==> src/rtl/palette_unit.sv <==
// Final colour stage: 32-entry RGB565 palette lookup with a double-buffered bank
// that is refilled from VRAM during vertical blank and committed at frame start.
module palette_unit #(
    parameter logic [15:0] PALETTE_BASE = 16'h2AC0,
    parameter logic [9:0]  ACTIVE_W     = 10'd800,
    parameter logic [9:0]  ACTIVE_H     = 10'd480,
    parameter logic [9:0]  LOAD_LINE    = 10'd480
) (
    input  logic        clk,
    input  logic        reset_n,
    input  logic [9:0]  true_line,
    input  logic [9:0]  true_column,
    input  logic [4:0]  tile_pixel_in,
    output logic        mem_req,
    output logic [15:0] addr_out,
    input  logic        mem_gnt,
    input  logic [7:0]  data_in,
    output logic [15:0] rgb_out,
    output logic        palette_stale
);

    typedef enum logic [1:0] {
        S_IDLE,
        S_ISSUE,
        S_CAPTURE,
        S_DONE
    } state_e;

    state_e      state_q, state_d;
    logic [5:0]  cnt_q, cnt_d;
    logic        load_ok_q, load_ok_d;
    logic        stale_q, stale_d;
    logic [15:0] rgb_q, rgb_d;
    logic [15:0] shadow_q [32];
    logic [15:0] active_q [32];

    logic        trigger;
    logic        commit;
    logic        shadow_we;
    logic        commit_copy;
    logic        blank;
    logic [4:0]  lut_idx;

    assign trigger = (true_line == LOAD_LINE) && (true_column == 10'd0);
    assign commit  = (true_line == 10'd0) && (true_column == 10'd0);
    assign blank   = (true_line >= ACTIVE_H) || (true_column >= ACTIVE_W);
    // Pixel index 0 of every palette aliases the shared backdrop entry.
    assign lut_idx = (tile_pixel_in[2:0] == 3'd0) ? 5'd0 : tile_pixel_in;

    assign mem_req       = (state_q == S_ISSUE);
    assign addr_out      = mem_req ? (PALETTE_BASE + {10'd0, cnt_q}) : '0;
    assign rgb_out       = rgb_q;
    assign palette_stale = stale_q;

    always_comb begin
        state_d     = state_q;
        cnt_d       = cnt_q;
        load_ok_d   = load_ok_q;
        stale_d     = stale_q;
        shadow_we   = 1'b0;
        commit_copy = 1'b0;

        case (state_q)
            S_IDLE: begin
                if (trigger) begin
                    state_d = S_ISSUE;
                    cnt_d   = '0;
                end
            end
            S_ISSUE: begin
                if (mem_gnt) begin
                    state_d = S_CAPTURE;
                end
            end
            S_CAPTURE: begin
                shadow_we = 1'b1;
                cnt_d     = cnt_q + 6'd1;
                state_d   = (cnt_q == 6'd63) ? S_DONE : S_ISSUE;
            end
            S_DONE: begin
                load_ok_d = 1'b1;
                state_d   = S_IDLE;
            end
            default: state_d = S_IDLE;
        endcase

        // Frame commit overrides the loader: a load not finished by now is abandoned.
        if (commit) begin
            if (load_ok_q) begin
                commit_copy = 1'b1;
                load_ok_d   = 1'b0;
                stale_d     = 1'b0;
            end else begin
                stale_d   = 1'b1;
                state_d   = S_IDLE;
                shadow_we = 1'b0;
            end
        end

        rgb_d = blank ? '0 : active_q[lut_idx];
    end

    always_ff @(posedge clk or negedge reset_n) begin
        if (!reset_n) begin
            state_q   <= S_IDLE;
            cnt_q     <= '0;
            load_ok_q <= 1'b0;
            stale_q   <= 1'b0;
            rgb_q     <= '0;
        end else begin
            state_q   <= state_d;
            cnt_q     <= cnt_d;
            load_ok_q <= load_ok_d;
            stale_q   <= stale_d;
            rgb_q     <= rgb_d;
        end
    end

    always_ff @(posedge clk or negedge reset_n) begin
        if (!reset_n) begin
            for (int unsigned i = 0; i < 32; i++) begin
                shadow_q[i] <= '0;
                active_q[i] <= '0;
            end
        end else begin
            if (shadow_we) begin
                if (cnt_q[0]) begin
                    shadow_q[cnt_q[5:1]][15:8] <= data_in;
                end else begin
                    shadow_q[cnt_q[5:1]][7:0] <= data_in;
                end
            end
            if (commit_copy) begin
                for (int unsigned i = 0; i < 32; i++) begin
                    active_q[i] <= shadow_q[i];
                end
            end
        end
    end

endmodule

==> config.mk <==
export PLATFORM = sky130hd
export DESIGN_NAME = palette_unit
export DESIGN_NICKNAME = d
export VERILOG_FILES = /design/src/rtl/palette_unit.sv
export SDC_FILE = /design/constraint.sdc
export NUM_CORES = 1
export LEC_CHECK = 0
export CAP_MARGIN = 20
export CORE_ASPECT_RATIO = 1.2
export CORE_MARGIN = 2
export CORE_UTILIZATION = 55
export CTS_BUF_LIST = sky130_fd_sc_hd__clkbuf_8
export CTS_CLUSTER_SIZE = 25
export DETAILED_ROUTE_END_ITERATION = 6
export PLACE_DENSITY = 0.82
export SETUP_SLACK_MARGIN = 0.2
export SLEW_MARGIN = 20
export SYNTH_ARGS = -nofsm -noshare
export SYNTH_HDL_FRONTEND = slang
export SYNTH_SLANG_ARGS = --single-unit
==> constraint.sdc <==
create_clock -name clk -period 3.6 [get_ports clk]
set_input_delay 0.72 -clock clk [delete_from_list [all_inputs] [get_ports clk]]
set_output_delay 0.72 -clock clk [all_outputs]
set_load 0.01 [all_outputs]
==> results.md <==
- Final period utilization: 91.5%
- Maximum ir drop on the vdd rail: 0.000247 V
- Per-cell routed wire length: around 25 um
- Top layer reached by signal wires: met5
- Most area-hungry cell type in the Yosys netlist: sky130_fd_sc_hd__dfrtp_1
- Top cells by area in the synthesized netlist: sky130_fd_sc_hd__dfrtp_1 59%, sky130_fd_sc_hd__mux2_2 24%, sky130_fd_sc_hd__mux4_2 5.1%, sky130_fd_sc_hd__mux2_1 2.1%, sky130_fd_sc_hd__buf_2 0.96%
- Count of routing violations after the opening detailed-route iteration: ~1,600
- Fin Clk Skew: slightly above 0.04 ns
- Post-layout minimum cycle time: around 3.3 ns
- Maximum clock frequency: 304 MHz
- Worst-case register-to-register setup slack: ~0.79 ns
- Syn. warnings: 0
- Startpoint-to-endpoint class of the critical path: flip-flop to primary output
- R2R depth: 6
- Worst reg2reg path startpoint: state_q[0]
- Proportion of synthesized flip-flops having asynchronous set or reset: 100%
- H-tree level count: 4
- Leakage: around 23 nW
- Most common library cell in the layout ignoring fill and taps: sky130_fd_sc_hd__dfrtp_1
- MaxCap Viol Count: 0
- Required @ worst endpoint: 2.88 ns
- Portion of the post-synthesis area used by sequential elements: 59.2%
- Die area: 80,300 um2
- Cell Area, Synth: between 40,000 and 50,000 um2
- Number of failing hold endpoints at the final stage: 0
- Number of failing setup endpoints in the final timing report: 0
- Slew at the pin closest to its max-slew limit: 1.19 ns
- Fraction of layout instances using a drive strength above 1: 48.8%
- Data arrival at the endpoint of the critical path: 2.57 ns
- Met3 wire length: ~5300 um
- Worst setup slack after placement: 0.243 ns
- Number of buffers inserted by hold repair at cts: 1
- Final setup TNS: 0 ns
- Power per unit of standard cell area: 460 nW/um2
- Horizontal die dimension: 259 um
- Worst min path class: flip-flop to flip-flop
- Overall via count from detail_route: 24,100
- Post-DP HPWL: around 64,000 um
- Maximum fanout along the worst path: 10
- Number of rows created at floorplan: 112
- Global-route wire length before repair: ~160,000 um
- Terminating pin of the worst hold path: active_q[503]
- Boundary pin count: 70
- Overall global routing resource usage: around 26%
- Worst setup EP type: primary output
- CTS tree: yes
- Synth Instances: between 2,000 and 3,000
- Via count of the first global-routing pass: 26,300
- Number of cells in the finished layout apart from fillers: 4,016
- Cell Chain, Critical Path: buf_4, and2_1, clkdlybuf4s50_1
- Port buffer count: 64
- Final-report max-slew violation count: 0
- Slew Limit Headroom: 20.3%
- Routability-driven placement congestion ratio: 0.862
- GRT Residual Overflow: 0
- Starting Density: 55.4%
- Worst hold start: shadow_q[503]
- Hold Crit Depth: 1
- Deepest clock path buffer count: 3
- PnR Total Power: 22.2 mW
- Cell at the root of the clock tree: sky130_fd_sc_hd__clkbuf_8
- Dominant synthesized flop cell: sky130_fd_sc_hd__dfrtp_1
- Clock transition at the register clock pins on the worst setup and hold paths after CTS: 0.06 ns
- Slowest stage cell on the critical path: sky130_fd_sc_hd__dfrtp_1
- Status: finished, violations left
- Count of placed standard cells including taps: roughly 3,800
- Syn avg cell area: between 15 and 20 um2
- Total of cells resized after clock tree synthesis: 0
- Drt pass-1 iters: 7
- Post-place instance area: approximately 45,000 um2
- Hold_ws: 0.463 ns
- TritonCTS Buffers: 152
- Total non-filler cell area in the finished layout: just under 50,000 um2
- Post-CTS Setup Inserts: 0
- Number of sinks handled by clock tree synthesis: 1,016
- Die Ht: just over 300 um
- Post-layout util: 62.3%
- # nets final: 2,916
- Register bit count reported by yosys: between 1,000 and 1,500
- Netlist cell types: 71
- Post-synthesis to final-layout area growth: 12.3%
- Antenna-violating nets left: 0
- Number of enable flip-flop cells after synthesis: 0
- Pin count of the biggest net entering global routing: around 130
- Share of Yosys cell area claimed by the top area cell type: 59.2%
- Highest-count cells in the layout ignoring fill and taps: 1,016 x sky130_fd_sc_hd__dfrtp_1, 932 x sky130_fd_sc_hd__mux2_2, 189 x sky130_fd_sc_hd__clkbuf_8
- Failing checks: design-rule violations
- Initial antenna violation count: 3
- Routed wire length on met2: between 50,000 and 60,000 um
- Via density: 6.00
- Reg2reg end: shadow_q[28]
- Stage delay of the slowest cell on the critical path: 0.71 ns
- DRC violations left: 1
- RSZ-0062 raised after global routing: false
- WL met1: ~41,000 um
- Fin worst setup slack: a little over 0.3 ns
- Total routed wirelength: ~100,000 um
- Clock Latency Late Sink: between 0.8 and 0.9 ns
- Setup crit start kind: flip-flop
- Placeable core region: around 77,000 um2
-- routing by layer --
metal | track usage [%] | up-vias
li1 | - | 10200
met3 | 5.09 | 199
met4 | 10.8 | 2
met5 | 0 | -
met2 | 42.8 | 695
met1 | 33.6 | 13000
-- cell families (layout without fill, tap and decap cells) --
family | Yosys count | after routing | synth area share [%]
AOI/OAI and AO/OA | 127 | 127 | 1.88
xor gates and xnor gates | 3 | 3 | 0.0612
adders and majority gates | 1 | 1 | 0.0291
buffers and inverters | 206 | 449 | 2.32
DFF | 1016 | 1016 | 59.2
muxes | 1141 | 1141 | 32.4
other | 1 | 6 | 0.00873
and+or+nand+nor | 247 | 247 | 4.11
-- Yosys cell counts (6+ instances only) --
library cell and count:
sky130_fd_sc_hd__nor4_1 8, sky130_fd_sc_hd__nand3_1 9, sky130_fd_sc_hd__buf_1 27, sky130_fd_sc_hd__nor2_2 15, sky130_fd_sc_hd__mux2_1 79, sky130_fd_sc_hd__o21ai_0 24, sky130_fd_sc_hd__nor2b_1 21, sky130_fd_sc_hd__a21oi_1 49
sky130_fd_sc_hd__clkbuf_1 67, sky130_fd_sc_hd__o2bb2ai_1 6, sky130_fd_sc_hd__or3_1 8, sky130_fd_sc_hd__mux4_2 98, sky130_fd_sc_hd__buf_2 82, sky130_fd_sc_hd__o22ai_1 6, sky130_fd_sc_hd__nor3_2 11, sky130_fd_sc_hd__nor3_4 8
sky130_fd_sc_hd__dfrtp_1 1016, sky130_fd_sc_hd__nor2_4 17, sky130_fd_sc_hd__nor4_4 8, sky130_fd_sc_hd__mux2i_1 32, sky130_fd_sc_hd__nor3_1 13, sky130_fd_sc_hd__nor2_1 22, sky130_fd_sc_hd__a211oi_1 11, sky130_fd_sc_hd__and2_1 8
sky130_fd_sc_hd__buf_4 21, sky130_fd_sc_hd__nand2_1 53, sky130_fd_sc_hd__nand2b_1 10, sky130_fd_sc_hd__mux2_2 932
-- critical path, delay by kind of cell, from the launching register on --
family	cells	cell delay, ns
flops	1	0.71
simple gates	1	0.17
buf+inv	2	0.87
-- state kept, by name (all words and copies together), names as in the netlist --
name           count
state_q            2
active_q         495
load_ok_q          1
cnt_q              6
shadow_q         495
palette_stale      1
rgb_out           16
-- worst max path at each step --
| stage | cells after the start | slack (ns) | startpoint | endpoint |
|---|---|---|---|---|
| after global placement | 9 | 0.25 | true_line[0] | shadow_q[15] |
| after floorplan | 7 | 1.11 | tile_pixel_in[0] | rgb_out[8] |
| final | 3 | 0.31 | cnt_q[2] | addr_out[2] |
| after detailed placement | 9 | 0.24 | true_line[0] | shadow_q[12] |
| after CTS | 4 | 0.25 | state_q[0] | addr_out[1] |
| after global routing | 4 | 0.22 | state_q[0] | addr_out[1] |
-- report_power, final --
part	switching [mW]	leakage [nW]	internal (mW)
Combinational	0.662	7.87	0.317
Clock	4.42	1.77	5.16
Sequential	0.0765	13.6	11.6
Total	5.15	23.3	17.0
-- area by class of cell --
type,instances,area (um2)
fill,5379,29300
sequential,1016,25400
multi-input combinational,1524,16500
clock buffer,188,2590
timing repair buffer,180,1830
tap,1026,1280
clock inverter,76,541
inverter,5,18.8
antenna,1,2.50
(Power assumes the default switching activity.)
